File: config.mk
export PLATFORM = sky130hd
export DESIGN_NAME = i2c_reg_target
export DESIGN_NICKNAME = d
export VERILOG_FILES = /design/src/rtl/i2c_reg_target.sv
export SDC_FILE = /design/constraint.sdc
export NUM_CORES = 1
export LEC_CHECK = 0
export ABC_CLOCK_PERIOD_IN_PS = 2200
export BUFFER_PORTS_ARGS = -buffer_cell sky130_fd_sc_hd__clkbuf_2
export CAP_MARGIN = 15
export CORE_AREA = 5 5 74 76
export DETAILED_ROUTE_END_ITERATION = 6
export DIE_AREA = 0 0 79 81
export GPL_TIMING_DRIVEN = 0
export PLACE_DENSITY_LB_ADDON = 0.3
export SLEW_MARGIN = 20
export SYNTH_ARGS = -nofsm -noshare
export SYNTH_HDL_FRONTEND = slang
export SYNTH_SLANG_ARGS = --single-unit
export TNS_END_PERCENT = 20
File: constraint.sdc
create_clock -name clk -period 2.2 [get_ports clk]
set_input_delay 0.22 -clock clk [delete_from_list [all_inputs] [get_ports clk]]
set_output_delay 0.22 -clock clk [all_outputs]
set_load 0.01 [all_outputs]
File: src/rtl/i2c_reg_target.sv
// i2c_reg_target: I2C target front end for a byte-wide register bank.
// Decodes START/STOP, matches a 7-bit address, keeps an auto-incrementing
// register pointer and ACKs/NACKs bytes on the shared open-drain bus.
//
// Ports:
//   clk       system clock, at least 8x the SCL rate
//   rst       asynchronous active-high reset
//   scl_in    SCL pin level (asynchronous)
//   sda_in    SDA pin level (asynchronous)
//   sda_oe    1 = pull SDA low, 0 = release
//   reg_addr  current register pointer
//   wr_data   write byte, valid while wr_stb = 1
//   wr_stb    one-clk write strobe to reg_addr
//   rd_data   contents of register reg_addr
//   busy      1 while an addressed transaction is in progress
module i2c_reg_target #(
  parameter logic [6:0] TARGET_ADDR = 7'h50
) (
  input  logic       clk,
  input  logic       rst,
  input  logic       scl_in,
  input  logic       sda_in,
  output logic       sda_oe,
  output logic [7:0] reg_addr,
  output logic [7:0] wr_data,
  output logic       wr_stb,
  input  logic [7:0] rd_data,
  output logic       busy
);

  typedef enum logic [3:0] {
    StIdle     = 4'd0,
    StAddr     = 4'd1,
    StAddrAck  = 4'd2,
    StPtr      = 4'd3,
    StPtrAck   = 4'd4,
    StWdata    = 4'd5,
    StWdataAck = 4'd6,
    StRdata    = 4'd7,
    StRdataAck = 4'd8,
    StWaitStop = 4'd9
  } state_e;

  // Synchronizers and edge detectors. Reset to 1 to match an idle bus so
  // leaving reset does not fabricate an edge.
  logic [1:0] scl_sync_q, sda_sync_q;
  logic       scl_prev_q, sda_prev_q;

  always_ff @(posedge clk or posedge rst) begin
    if (rst) begin
      scl_sync_q <= 2'b11;
      sda_sync_q <= 2'b11;
      scl_prev_q <= 1'b1;
      sda_prev_q <= 1'b1;
    end else begin
      scl_sync_q <= {scl_sync_q[0], scl_in};
      sda_sync_q <= {sda_sync_q[0], sda_in};
      scl_prev_q <= scl_sync_q[1];
      sda_prev_q <= sda_sync_q[1];
    end
  end

  logic scl_s, sda_s;
  logic scl_rise, scl_fall, start_det, stop_det;

  assign scl_s     = scl_sync_q[1];
  assign sda_s     = sda_sync_q[1];
  assign scl_rise  = scl_s & ~scl_prev_q;
  assign scl_fall  = ~scl_s & scl_prev_q;
  // SCL must be high on both sides of the SDA edge to count as a condition.
  assign start_det = scl_s & scl_prev_q & sda_prev_q & ~sda_s;
  assign stop_det  = scl_s & scl_prev_q & ~sda_prev_q & sda_s;

  state_e     state_q, state_d;
  logic [2:0] cnt_q, cnt_d;
  logic [7:0] sr_q, sr_d;
  logic       rw_q, rw_d;
  logic       sda_oe_q, sda_oe_d;
  logic [7:0] reg_addr_q, reg_addr_d;
  logic [7:0] wr_data_q, wr_data_d;
  logic       wr_stb_q, wr_stb_d;

  always_ff @(posedge clk or posedge rst) begin
    if (rst) begin
      state_q    <= StIdle;
      cnt_q      <= 3'd0;
      sr_q       <= 8'h00;
      rw_q       <= 1'b0;
      sda_oe_q   <= 1'b0;
      reg_addr_q <= 8'h00;
      wr_data_q  <= 8'h00;
      wr_stb_q   <= 1'b0;
    end else begin
      state_q    <= state_d;
      cnt_q      <= cnt_d;
      sr_q       <= sr_d;
      rw_q       <= rw_d;
      sda_oe_q   <= sda_oe_d;
      reg_addr_q <= reg_addr_d;
      wr_data_q  <= wr_data_d;
      wr_stb_q   <= wr_stb_d;
    end
  end

  logic [7:0] byte_in;
  logic       addr_match;

  assign byte_in    = {sr_q[6:0], sda_s};
  // Address 0 is the general call and is never answered.
  assign addr_match = (byte_in[7:1] == TARGET_ADDR) && (TARGET_ADDR != 7'h00);

  always_comb begin
    state_d    = state_q;
    cnt_d      = cnt_q;
    sr_d       = sr_q;
    rw_d       = rw_q;
    sda_oe_d   = sda_oe_q;
    reg_addr_d = reg_addr_q;
    wr_data_d  = wr_data_q;
    wr_stb_d   = 1'b0;

    // Pointer advances the clk after each write strobe.
    if (wr_stb_q) begin
      reg_addr_d = reg_addr_q + 8'd1;
    end

    if (start_det) begin
      state_d  = StAddr;
      cnt_d    = 3'd0;
      sda_oe_d = 1'b0;
    end else if (stop_det) begin
      state_d  = StIdle;
      sda_oe_d = 1'b0;
    end else begin
      case (state_q)
        StAddr: begin
          if (scl_rise) begin
            sr_d  = byte_in;
            cnt_d = cnt_q + 3'd1;
            if (cnt_q == 3'd7) begin
              rw_d    = byte_in[0];
              state_d = addr_match ? StAddrAck : StWaitStop;
            end
          end
        end

        // In the ACK states sda_oe doubles as the phase: the first SCL fall
        // starts the ACK bit, the second ends it.
        StAddrAck: begin
          if (scl_fall) begin
            if (!sda_oe_q) begin
              sda_oe_d = 1'b1;
            end else if (rw_q) begin
              sr_d       = rd_data;
              sda_oe_d   = ~rd_data[7];
              reg_addr_d = reg_addr_q + 8'd1;
              cnt_d      = 3'd0;
              state_d    = StRdata;
            end else begin
              sda_oe_d = 1'b0;
              cnt_d    = 3'd0;
              state_d  = StPtr;
            end
          end
        end

        StPtr: begin
          if (scl_rise) begin
            sr_d  = byte_in;
            cnt_d = cnt_q + 3'd1;
            if (cnt_q == 3'd7) begin
              reg_addr_d = byte_in;
              state_d    = StPtrAck;
            end
          end
        end

        StPtrAck, StWdataAck: begin
          if (scl_fall) begin
            if (!sda_oe_q) begin
              sda_oe_d = 1'b1;
            end else begin
              sda_oe_d = 1'b0;
              cnt_d    = 3'd0;
              state_d  = StWdata;
            end
          end
        end

        StWdata: begin
          if (scl_rise) begin
            sr_d  = byte_in;
            cnt_d = cnt_q + 3'd1;
            if (cnt_q == 3'd7) begin
              wr_stb_d  = 1'b1;
              wr_data_d = byte_in;
              state_d   = StWdataAck;
            end
          end
        end

        // Bit 7 was put on the bus by the fall that entered this state; each
        // further fall presents the next bit, the 8th fall releases SDA.
        StRdata: begin
          if (scl_fall) begin
            if (cnt_q == 3'd7) begin
              sda_oe_d = 1'b0;
              state_d  = StRdataAck;
            end else begin
              sr_d     = {sr_q[6:0], 1'b0};
              sda_oe_d = ~sr_q[6];
              cnt_d    = cnt_q + 3'd1;
            end
          end
        end

        // A fall can only be seen here after an ACK rise, since NACK leaves.
        StRdataAck: begin
          if (scl_rise && sda_s) begin
            state_d = StWaitStop;
          end else if (scl_fall) begin
            sr_d       = rd_data;
            sda_oe_d   = ~rd_data[7];
            reg_addr_d = reg_addr_q + 8'd1;
            cnt_d      = 3'd0;
            state_d    = StRdata;
          end
        end

        StIdle, StWaitStop: begin
          sda_oe_d = 1'b0;
        end

        default: begin
          state_d  = StIdle;
          sda_oe_d = 1'b0;
        end
      endcase
    end
  end

  assign sda_oe   = sda_oe_q;
  assign reg_addr = reg_addr_q;
  assign wr_data  = wr_data_q;
  assign wr_stb   = wr_stb_q;
  assign busy     = (state_q != StIdle) && (state_q != StAddr) && (state_q != StWaitStop);

endmodule
==> results of run 1 <==
## path summary, 6_finish.rpt
check,from,to,slack [ps],cells past startpoint
max in group asynchronous,rst,sr_q[5],1390,4
worst max-delay path,cnt_q[0],cnt_q[0],20,7
worst min-delay path,rd_data[0],sr_q[0],220,3
worst min register to register,scl_sync_q[0],scl_sync_q[1],360,0
min in group asynchronous,rst,cnt_q[2],390,3
worst max register to register,cnt_q[0],cnt_q[0],20,7
## cell type report
type / instances / area (um^2)
Buffer: 15 / 83.83
Clock buffer: 6 / 72.57
Clock inverter: 2 / 12.51
Fill cell: 389 / 1879
Inverter: 10 / 37.54
Multi-Input combinational cell: 182 / 1309
Sequential cell: 39 / 983.4
Tap cell: 54 / 67.56
Timing Repair Buffer: 36 / 215.2
## synth_stat cells (all sizes together) (3+ instances only)
library cell | n | area [um^2]
nor2b | 8 | 50.05
nor4b | 3 | 47.54
a221oi | 3 | 26.28
buf | 10 | 60.05
mux2 | 17 | 195.2
nand2 | 29 | 108.9
nor3 | 8 | 40.04
nand3 | 6 | 30.03
nand2b | 5 | 31.28
dfstp | 6 | 157.7
clkbuf | 5 | 18.77
a2111oi | 3 | 45.05
ha | 3 | 37.54
a211oi | 4 | 30.03
nor2 | 13 | 48.80
inv | 10 | 37.54
a21oi | 21 | 105.1
mux2i | 4 | 40.04
a32oi | 4 | 35.03
dfrtp | 33 | 825.8
o21ai | 11 | 55.05
nand4b | 3 | 32.53
## power by group through the flow
stage          Sequential (W)  Combinational, W  Clock, W
3_3_place_gp          0.00105           0.00141         0
6_report              0.00105           0.00155  0.000483
5_1_grt               0.00107           0.00169  0.000529
3_5_place_dp          0.00105           0.00142         0
4_1_cts               0.00104           0.00145  0.000492
2_1_floorplan         0.00101           0.00112         0
## stage by stage
stage	hold slack [ps]	setup slack, ps	area (um^2)	total power (W)	setup TNS [ps]
6_report	219.9	17.09	2781	0.003076	0
5_1_grt	243.8	-49.98	2781	0.003291	-253.9
4_1_cts	215.2	15.29	2739	0.002988	0
3_5_place_dp	143.8	-130.4	2594	0.002476	-1311
3_3_place_gp	307.6	-127.8	2574	0.002461	-910.4
2_1_floorplan	224.5	108.1	2356	0.002125	0
## worst min-delay path, stage by stage
cell and delay (ps):
sky130_fd_sc_hd__clkbuf_2 80, sky130_fd_sc_hd__a21oi_1 50, sky130_fd_sc_hd__mux2i_1 120
## sequential cells by signal (all words and copies together) (netlist names), 2 cells and up
signal	cells
state_q	4
sda_sync_q	2
cnt_q	3
reg_addr	8
scl_sync_q	2
wr_data	8
sr_q	7
## per-layer routing
metal / up-vias / GRT usage, % / routed length, um
met5: - / 0 / 0
met4: 0 / 7.560 / 100
met3: 7 / 4.767 / 442
met2: 93 / 29.12 / 2769
met1: 1000 / 28.44 / 2712
li1: 990 / - / -
## kinds of logic after synthesis
group,synth area share (%)
mux,9.984
xor+xnor,0.3718
simple gates,21.88
fa+ha+maj,1.593
compound gates,19.49
buf+inv,4.939
flops,41.74
## repair_timing
item / in CTS / in global routing
resized for setup: 7 / 10
setup buffers: 0 / 2
endpoints found under the setup margin: 18 / 18
pin swaps: 1 / 4
cloned: 0 / 0
hold buffers: 3 / 0
hold endpoints to repair: 6 / 0
==> results.sh, run 1 <==
export IMPL_grt_first_pass_wirelength_mm=9.846
export IMPL_fmaxAchievable_mhz=458.1
export IMPL_power_frac_clock_pct=15.7
export IMPL_worstPathMaxFanout=6
export IMPL_drv_max_cap_violation_count=0
export IMPL_drt_total_wl_mm=6.025
export IMPL_timing_worst_slew_pin_value_ps=615.1
export IMPL_synthCells=246
export IMPL_ys_flop_type="sky130_fd_sc_hd__dfrtp_1"
export IMPL_die_area_um2=6399
export IMPL_power_density_cell_area_nw_per_um2=1106
export IMPL_cts_clk_slew_worst_paths_ps=70
export IMPL_timing_final_setup_violations=0
export IMPL_layout_common_cells="sky130_fd_sc_hd__clkbuf_2, sky130_fd_sc_hd__dfrtp_1, sky130_fd_sc_hd__nand2_1"
export IMPL_ioPinCount=31
export IMPL_vias=2090
export IMPL_gr_total_overflow=0
export IMPL_cpPeakStageDelay_ps=400
export IMPL_cts_root_buffer="sky130_fd_sc_hd__clkbuf_8"
export IMPL_nets=304
export IMPL_hp_class="input pin to flop"
export IMPL_critical_path_cell_chain="ha_2 -> ha_4 -> a31o_1 -> a222oi_1 -> nand3b_1 -> a221o_1 -> mux2_4"
export IMPL_final_cell_count_without_fillers=344
export IMPL_result_of_the_run="finished clean"
export IMPL_unrepaired_setup_endpoints_after_global_routing="true"
export IMPL_synthDistinctLibCells=59
export IMPL_critical_path_n_buffers_inverters=0
export IMPL_max_slew_margin_rel_pct=58.89
export IMPL_period_needed_ps=2183
export IMPL_clock_sinks=39
export IMPL_synth_edff_count=0
export IMPL_finalWeightedCongestion=0.9163
export IMPL_synth_sequential_area_ratio_pct=41.74
export IMPL_cts_tree="built"
export IMPL_drt_iter0_drc=134
export IMPL_post_synthesis_register_bit_count=39
export IMPL_leakagePower_nw=1.264
export IMPL_antenna_found_initial=0
export IMPL_num_rows=25
export IMPL_power_combinational_fraction_pct=50.3
export IMPL_floorplan_initialDensity_pct=50.55
export IMPL_netlist_area_um2=2356
export IMPL_postSynthNetCount=261
export IMPL_die_h_um=81
export IMPL_wl_per_cell_um=17.51
export IMPL_first_pass_iters=5
export IMPL_die_w_um=79
export IMPL_area_growth_syn_to_layout_pct=18.06
export IMPL_final_core_util_pct=59.68
export IMPL_seq_power_share_pct=34.0
export IMPL_antenna_cells=0
export IMPL_report_final_hold_viol_count=0
export IMPL_critPathSlowestCell="sky130_fd_sc_hd__dfrtp_1"
export IMPL_worst_setup_path_start_kind="flop"
export IMPL_net_switching_fraction_of_the_power_pct=42.38
export IMPL_path_delay_family="compound AO/OA/AOI/OAI gates"
export IMPL_drtAntennaViolNets=0
export IMPL_port_buffers=30
export IMPL_drive_gt1_share_pct=30.69
export IMPL_dpl_cell_count=331
export IMPL_finClkSkew_ps=10.76
export IMPL_latest_clock_arrival_within_the_worst_skew_pair_ps=300
export IMPL_worst_ep_required_time_ps=2380
export IMPL_cts_inserted_buffers=5
export IMPL_route_detailed_vias_per_inst=6.076
export IMPL_grt_max_degree=30
export IMPL_syn_mean_instance_area_um2=9.577
export IMPL_maxSlewViolCount=0
export IMPL_fin_crit_sh_pct=99.22
export IMPL_switchingPower_w=0.001304
export IMPL_first_global_vias=1921
export IMPL_critPathArrivalTime_ps=2360
export IMPL_cts_max_level=2
export IMPL_hpwlAfterDp_mm=4.184
export IMPL_global_route_usage_total_pct=19.89
export IMPL_endpoint_kind="flop"
export IMPL_async_flop_share_pct=100.0
export IMPL_layout_cells_most_common="sky130_fd_sc_hd__clkbuf_2"
export IMPL_area_inside_the_core_boundary_um2=4661
export IMPL_cell_internal_pwr_w=0.001772
export IMPL_remaining_routing_drc_violations=0
export IMPL_criticalPathCategory="flop to flop"
export IMPL_buffer_levels_on_the_longest_clock_path=2
export IMPL_vdd_drop_max_uv=750.5
export IMPL_yosys_warning_total=0
Power figures use the tool's default switching activity.
==> run 2: changes to the inputs <==
PLACE_DENSITY = 0.73   (was default)
PLACE_DENSITY_LB_ADDON = default   (was 0.3)
==> run 2 against run 1 <==
Fmax is 3.3% lower. First-iteration DRC count is 31% higher. The run now ends with negative setup slack left. Critical path type unchanged. Power is 1.6% higher. Non-clock buffer count is 6 higher. Highest routed layer unchanged.
==> results.sh, run 2 (synthesis results as in run 1) <==
export IMPL_cts_max_level=2
export IMPL_cts_tree="built"
export IMPL_vias=2142
export IMPL_layout_cell_area_non_filler_um2=2814
export IMPL_grt_max_degree=36
export IMPL_hpwlAfterDp_mm=4.202
export IMPL_clock_sinks=39
export IMPL_antenna_cells=0
export IMPL_unrepaired_setup_endpoints_after_global_routing="true"
export IMPL_route_detailed_vias_per_inst=6.120
export IMPL_fmaxAchievable_mhz=443.2
export IMPL_layout_common_cells="sky130_fd_sc_hd__clkbuf_2, sky130_fd_sc_hd__dfrtp_1, sky130_fd_sc_hd__nand2_1"
export IMPL_cts_clk_slew_worst_paths_ps=90
export IMPL_critPathArrivalTime_ps=2440
export IMPL_timing_worst_slew_pin_value_ps=675.5
export IMPL_cpPeakStageDelay_ps=630
export IMPL_die_w_um=79
export IMPL_finClkSkew_ps=11.11
export IMPL_first_pass_iters=4
export IMPL_vdd_drop_max_uv=568.7
export IMPL_layout_setup_ws_ps=-56.28
export IMPL_layout_filler_cells=395
export IMPL_grt_first_pass_wirelength_mm=9.991
export IMPL_endpoint_kind="flop"
export IMPL_period_needed_ps=2256
export IMPL_wirelength_met1_mm=2.682
export IMPL_critical_path_n_buffers_inverters=1
export IMPL_maxSlewViolCount=0
export IMPL_critPathSlowestCell="sky130_fd_sc_hd__nor4b_2"
export IMPL_ioPinCount=31
export IMPL_die_h_um=81
export IMPL_final_core_util_pct=60.38
export IMPL_timing_final_setup_violations=7
export IMPL_global_route_usage_total_pct=20.12
export IMPL_min_path_cells=3
export IMPL_cts_inserted_buffers=5
export IMPL_leakagePower_nw=1.291
export IMPL_path_delay_family="simple AND/OR/NAND/NOR gates"
export IMPL_cts_root_buffer="sky130_fd_sc_hd__clkbuf_8"
export IMPL_nets=310
export IMPL_max_slew_margin_rel_pct=54.85
export IMPL_critical_path_cell_count=5
export IMPL_area_growth_syn_to_layout_pct=19.44
export IMPL_highest_layer="met4"
export IMPL_multi_input_comb_area_um2=1297
export IMPL_dr_wl_met2_mm=2.882
export IMPL_antenna_found_initial=0
export IMPL_post_dp_cell_area_um2=2594
export IMPL_fin_crit_sh_pct=102.6
export IMPL_power_density_cell_area_nw_per_um2=1110
export IMPL_report_final_hold_viol_count=0
export IMPL_worst_ep_required_time_ps=2380
export IMPL_criticalPathCategory="flop to flop"
export IMPL_die_area_um2=6399
export IMPL_result_of_the_run="complete, but fails checks"
export IMPL_num_rows=25
export IMPL_floorplan_initialDensity_pct=50.55
export IMPL_area_inside_the_core_boundary_um2=4661
export IMPL_drv_max_cap_violation_count=0
export IMPL_hp_class="input pin to flop"
export IMPL_first_global_vias=1966
export IMPL_critical_path_cell_chain="buf_2 -> nor4b_2 -> a211oi_1 -> nand4b_2 -> mux2_2"
export IMPL_sum_of_met3_wire_segment_lengths_after_detailed_routing_um=510
export IMPL_violations_in_the_final_reports="negative setup slack"
export IMPL_finalWeightedCongestion=0.9121
export IMPL_remaining_routing_drc_violations=0
export IMPL_drt_iter0_drc=175
export IMPL_drive_gt1_share_pct=31.76
export IMPL_latest_clock_arrival_within_the_worst_skew_pair_ps=300
export IMPL_worst_r2r_cell_count=5
export IMPL_port_buffers=30
export IMPL_buffer_levels_on_the_longest_clock_path=2
export IMPL_worst_setup_path_start_kind="flop"
export IMPL_area_sequential_um2=983.4
export IMPL_gr_total_overflow=0
export IMPL_whs_ps=214.8
export IMPL_drtAntennaViolNets=0
export IMPL_drt_total_wl_mm=6.182
export IMPL_wl_per_cell_um=17.66
export IMPL_worstPathMaxFanout=10
## run 2: metrics by stage
step | setup slack (ps) | setup TNS (ps) | power, W | instances
detailed placement | -89.57 | -815.5 | 0.002483 | 331
floorplan | 108.1 | 0 | 0.002125 | 246
finish | -56.28 | -346.2 | 0.003124 | 350
global placement | -103.7 | -839.8 | 0.002460 | 330
CTS | -25.71 | -29.15 | 0.002995 | 342
global route | -115.9 | -673.5 | 0.003320 | 350
## run 2: repair_timing
action | in CTS | in global routing
gates resized for setup | 5 | 7
pin swaps | 0 | 8
buffers inserted | 0 | 8
hold buffers | 3 | 0
endpoints found under the hold margin | 12 | 0
endpoints found under the setup margin | 14 | 24
## run 2: metal layers
layer	global-route usage [%]	vias to the layer above
met3	3.991	11
met5	0	-
met1	29.01	1019
met4	7.045	0
met2	30.13	102
li1	-	1010
## run 2: worst paths after layout
check                              start       endpoint  slack (ps)
max                           state_q[2]        sr_q[5]         -60
min                           rd_data[0]        sr_q[0]         210
max reg2reg                   state_q[2]        sr_q[5]         -60
min reg2reg                sda_sync_q[0]  sda_sync_q[1]         360
max in group asynchronous            rst     scl_prev_q        1410
min in group asynchronous            rst     wr_data[2]         330
## run 2: power by group
part           internal, W  total [W]  switching, W  leakage, nW
combinational     0.000702    0.00158      0.000880        0.749
clock             0.000222   0.000496      0.000274       0.0412
sequential        0.000871    0.00105      0.000175        0.501
total              0.00180    0.00312       0.00133         1.29
## run 2: area by class of cell
cell class / instances / area share, %
buffer: 15 / 2.935
clock buffer: 6 / 2.579
clock inverter: 2 / 0.4446
inverter: 10 / 1.334
multi-input combinational: 182 / 46.11
sequential: 39 / 34.95
tap: 54 / 2.401
timing repair buffer: 42 / 9.249
## run 2: tightest hold or removal path: cells and delay by family
family	cells	cell delay [ps]
AO/OA/AOI/OAI	1	50
buffers and inverters	1	80
multiplexers	1	110
==> run 3: changes to the inputs <==
BUFFER_PORTS_ARGS = default   (was -buffer_cell sky130_fd_sc_hd__clkbuf_2)
CORE_AREA = 5 5 71 73   (was 5 5 74 76)
DIE_AREA = 0 0 76 78   (was 0 0 79 81)
DONT_BUFFER_PORTS = 1   (was default)
PLACE_DENSITY = 0.72   (was 0.73)
==> run 3 against run 2 <==
Clock power up 23%. Sequential cell count unchanged. The flow now finishes without violations. Sequential power about the same. Core utilization increased by 2.3 points. Non-clock buffer count shrank 31. First-iteration DRC count rose by 15%. Final cell count decreased by 9.4%. Wire length down 4.4%. Critical path depth increased by 1. Fmax up 3.7%. Setup slack gained 81 ps.
==> results.sh, run 3 (synthesis results as in run 1) <==
export IMPL_result_of_the_run="finished clean"
export IMPL_die_area_um2=5928
export IMPL_finClkSkew_ps=11.72
export IMPL_maxSlewViolCount=0
export IMPL_leakagePower_nw=1.173
export IMPL_layout_common_cells="sky130_fd_sc_hd__dfrtp_1, sky130_fd_sc_hd__nand2_1, sky130_fd_sc_hd__a21oi_1"
export IMPL_fmaxAchievable_mhz=459.7
export IMPL_cts_tree="built"
export IMPL_worst_r2r_setup_slack_ps=20
export IMPL_antenna_cells=0
export IMPL_criticalPathCategory="flop to flop"
export IMPL_max_slew_margin_rel_pct=64.06
export IMPL_vdd_drop_max_uv=702.6
export IMPL_ioPinCount=31
export IMPL_dpl_cell_count=299
export IMPL_first_pass_iters=5
export IMPL_buffer_levels_on_the_longest_clock_path=2
export IMPL_floorplan_initialDensity_pct=54.87
export IMPL_drv_max_cap_violation_count=0
export IMPL_worst_setup_path_start_kind="flop"
export IMPL_remaining_routing_drc_violations=0
export IMPL_gr_total_overflow=0
export IMPL_cts_clk_slew_worst_paths_ps=80
export IMPL_timing_final_setup_violations=0
export IMPL_finalWeightedCongestion=0.9473
export IMPL_report_final_hold_viol_count=0
export IMPL_final_core_util_pct=62.65
export IMPL_drive_gt1_share_pct=24.15
export IMPL_post_dp_cell_area_um2=2449
export IMPL_vias=2028
export IMPL_worstPathMaxFanout=10
export IMPL_cell_internal_pwr_w=0.001875
export IMPL_antenna_found_initial=0
export IMPL_timing_worst_slew_pin_value_ps=525.5
export IMPL_die_w_um=76
export IMPL_grt_first_pass_wirelength_mm=9.735
export IMPL_endpoint_kind="flop"
export IMPL_power_frac_clock_pct=19.1
export IMPL_cts_inserted_buffers=5
export IMPL_period_needed_ps=2175
export IMPL_critPathArrivalTime_ps=2350
export IMPL_wl_per_cell_um=18.64
export IMPL_layout_cells_most_common="sky130_fd_sc_hd__dfrtp_1"
export IMPL_net_switching_fraction_of_the_power_pct=41.25
export IMPL_cts_root_buffer="sky130_fd_sc_hd__clkbuf_8"
export IMPL_worst_ep_required_time_ps=2380
export IMPL_route_detailed_vias_per_inst=6.397
export IMPL_fin_crit_sh_pct=98.87
export IMPL_latest_clock_arrival_within_the_worst_skew_pair_ps=300
export IMPL_die_h_um=78
export IMPL_drtAntennaViolNets=0
export IMPL_area_inside_the_core_boundary_um2=4294
export IMPL_dp_slack_ps=-93.08
export IMPL_drt_total_wl_mm=5.909
export IMPL_clock_sinks=39
export IMPL_grt_max_degree=25
export IMPL_seq_power_share_pct=33.2
export IMPL_global_route_usage_total_pct=19.98
export IMPL_num_rows=24
export IMPL_power_density_cell_area_nw_per_um2=1186
export IMPL_drt_iter0_drc=202
export IMPL_layout_setup_ws_ps=24.78
export IMPL_cts_max_level=2
export IMPL_port_buffers=0
export IMPL_nets=279
export IMPL_first_global_vias=1866
export IMPL_hpwlAfterDp_mm=4.160
export IMPL_switchingPower_w=0.001316
export IMPL_layout_cell_area_non_filler_um2=2690
export IMPL_power_combinational_fraction_pct=47.6
export IMPL_area_growth_syn_to_layout_pct=14.18
export IMPL_final_cell_count_without_fillers=317
export IMPL_unrepaired_setup_endpoints_after_global_routing="true"
export IMPL_hp_class="input pin to flop"
## run 3: power by group through the flow
stage / logic (W) / registers, W / clock network (W)
CTS: 0.00141 / 0.00106 / 0.000616
detailed placement: 0.00138 / 0.00107 / 0
global placement: 0.00136 / 0.00106 / 0
global route: 0.00166 / 0.00108 / 0.000650
floorplan: 0.00112 / 0.00101 / 0
finish: 0.00152 / 0.00106 / 0.000610
## run 3: final timing paths
| path | startpoint | end | cells after the start |
|---|---|---|---|
| min in group asynchronous | rst | sda_oe | 2 |
| max | scl_prev_q | sr_q[2] | 6 |
| min | rd_data[0] | sr_q[0] | 2 |
| min reg2reg | sda_sync_q[0] | sda_sync_q[1] | 0 |
| max reg2reg | scl_prev_q | sr_q[2] | 6 |
| max in group asynchronous | rst | sda_prev_q | 3 |
## run 3: worst max-delay path, stage by stage (launching register included)
cell and delay, ps:
sky130_fd_sc_hd__dfstp_2 550, sky130_fd_sc_hd__clkbuf_1 300, sky130_fd_sc_hd__nand2b_1 180, sky130_fd_sc_hd__nand4b_1 150
sky130_fd_sc_hd__nor2b_1 220, sky130_fd_sc_hd__nand4b_2 290, sky130_fd_sc_hd__mux2_2 370
## run 3: final cells by class
cell class                      count  area (um^2)
Fill cell                         340         1604
Multi-Input combinational cell    182         1299
Sequential cell                    39        983.4
Timing Repair Buffer               11        110.1
Buffer                             15        82.58
Clock buffer                        5        68.82
Tap cell                           52        65.06
Clock inverter                      3        43.79
Inverter                           10        37.54
## run 3: metal layers
layer | part of all wire (%) | up-vias | track usage, %
li1 | - | 947 | -
met1 | 43 | 948 | 27.47
met2 | 46 | 116 | 30.91
met3 | 8.5 | 17 | 5.671
met4 | 2.8 | 0 | 5.338
met5 | 0 | - | 0
## run 3: stage by stage
step / power, W / hold WS [ps] / setup TNS [ps]
finish: 0.003191 / 146.6 / 0
global route: 0.003390 / 163.4 / -644.9
CTS: 0.003083 / 144.3 / -8.009
detailed placement: 0.002451 / 109.7 / -680.9
global placement: 0.002425 / 224.6 / -603.0
floorplan: 0.002125 / 224.5 / 0
## run 3: repair_timing
item | CTS | global route
hold buffers | 3 | 0
gates resized for setup | 3 | 10
gates cloned | 0 | 0
endpoints found under the setup margin | 12 | 25
setup buffers | 3 | 4
pin swaps | 6 | 7
hold endpoints to repair | 12 | 0
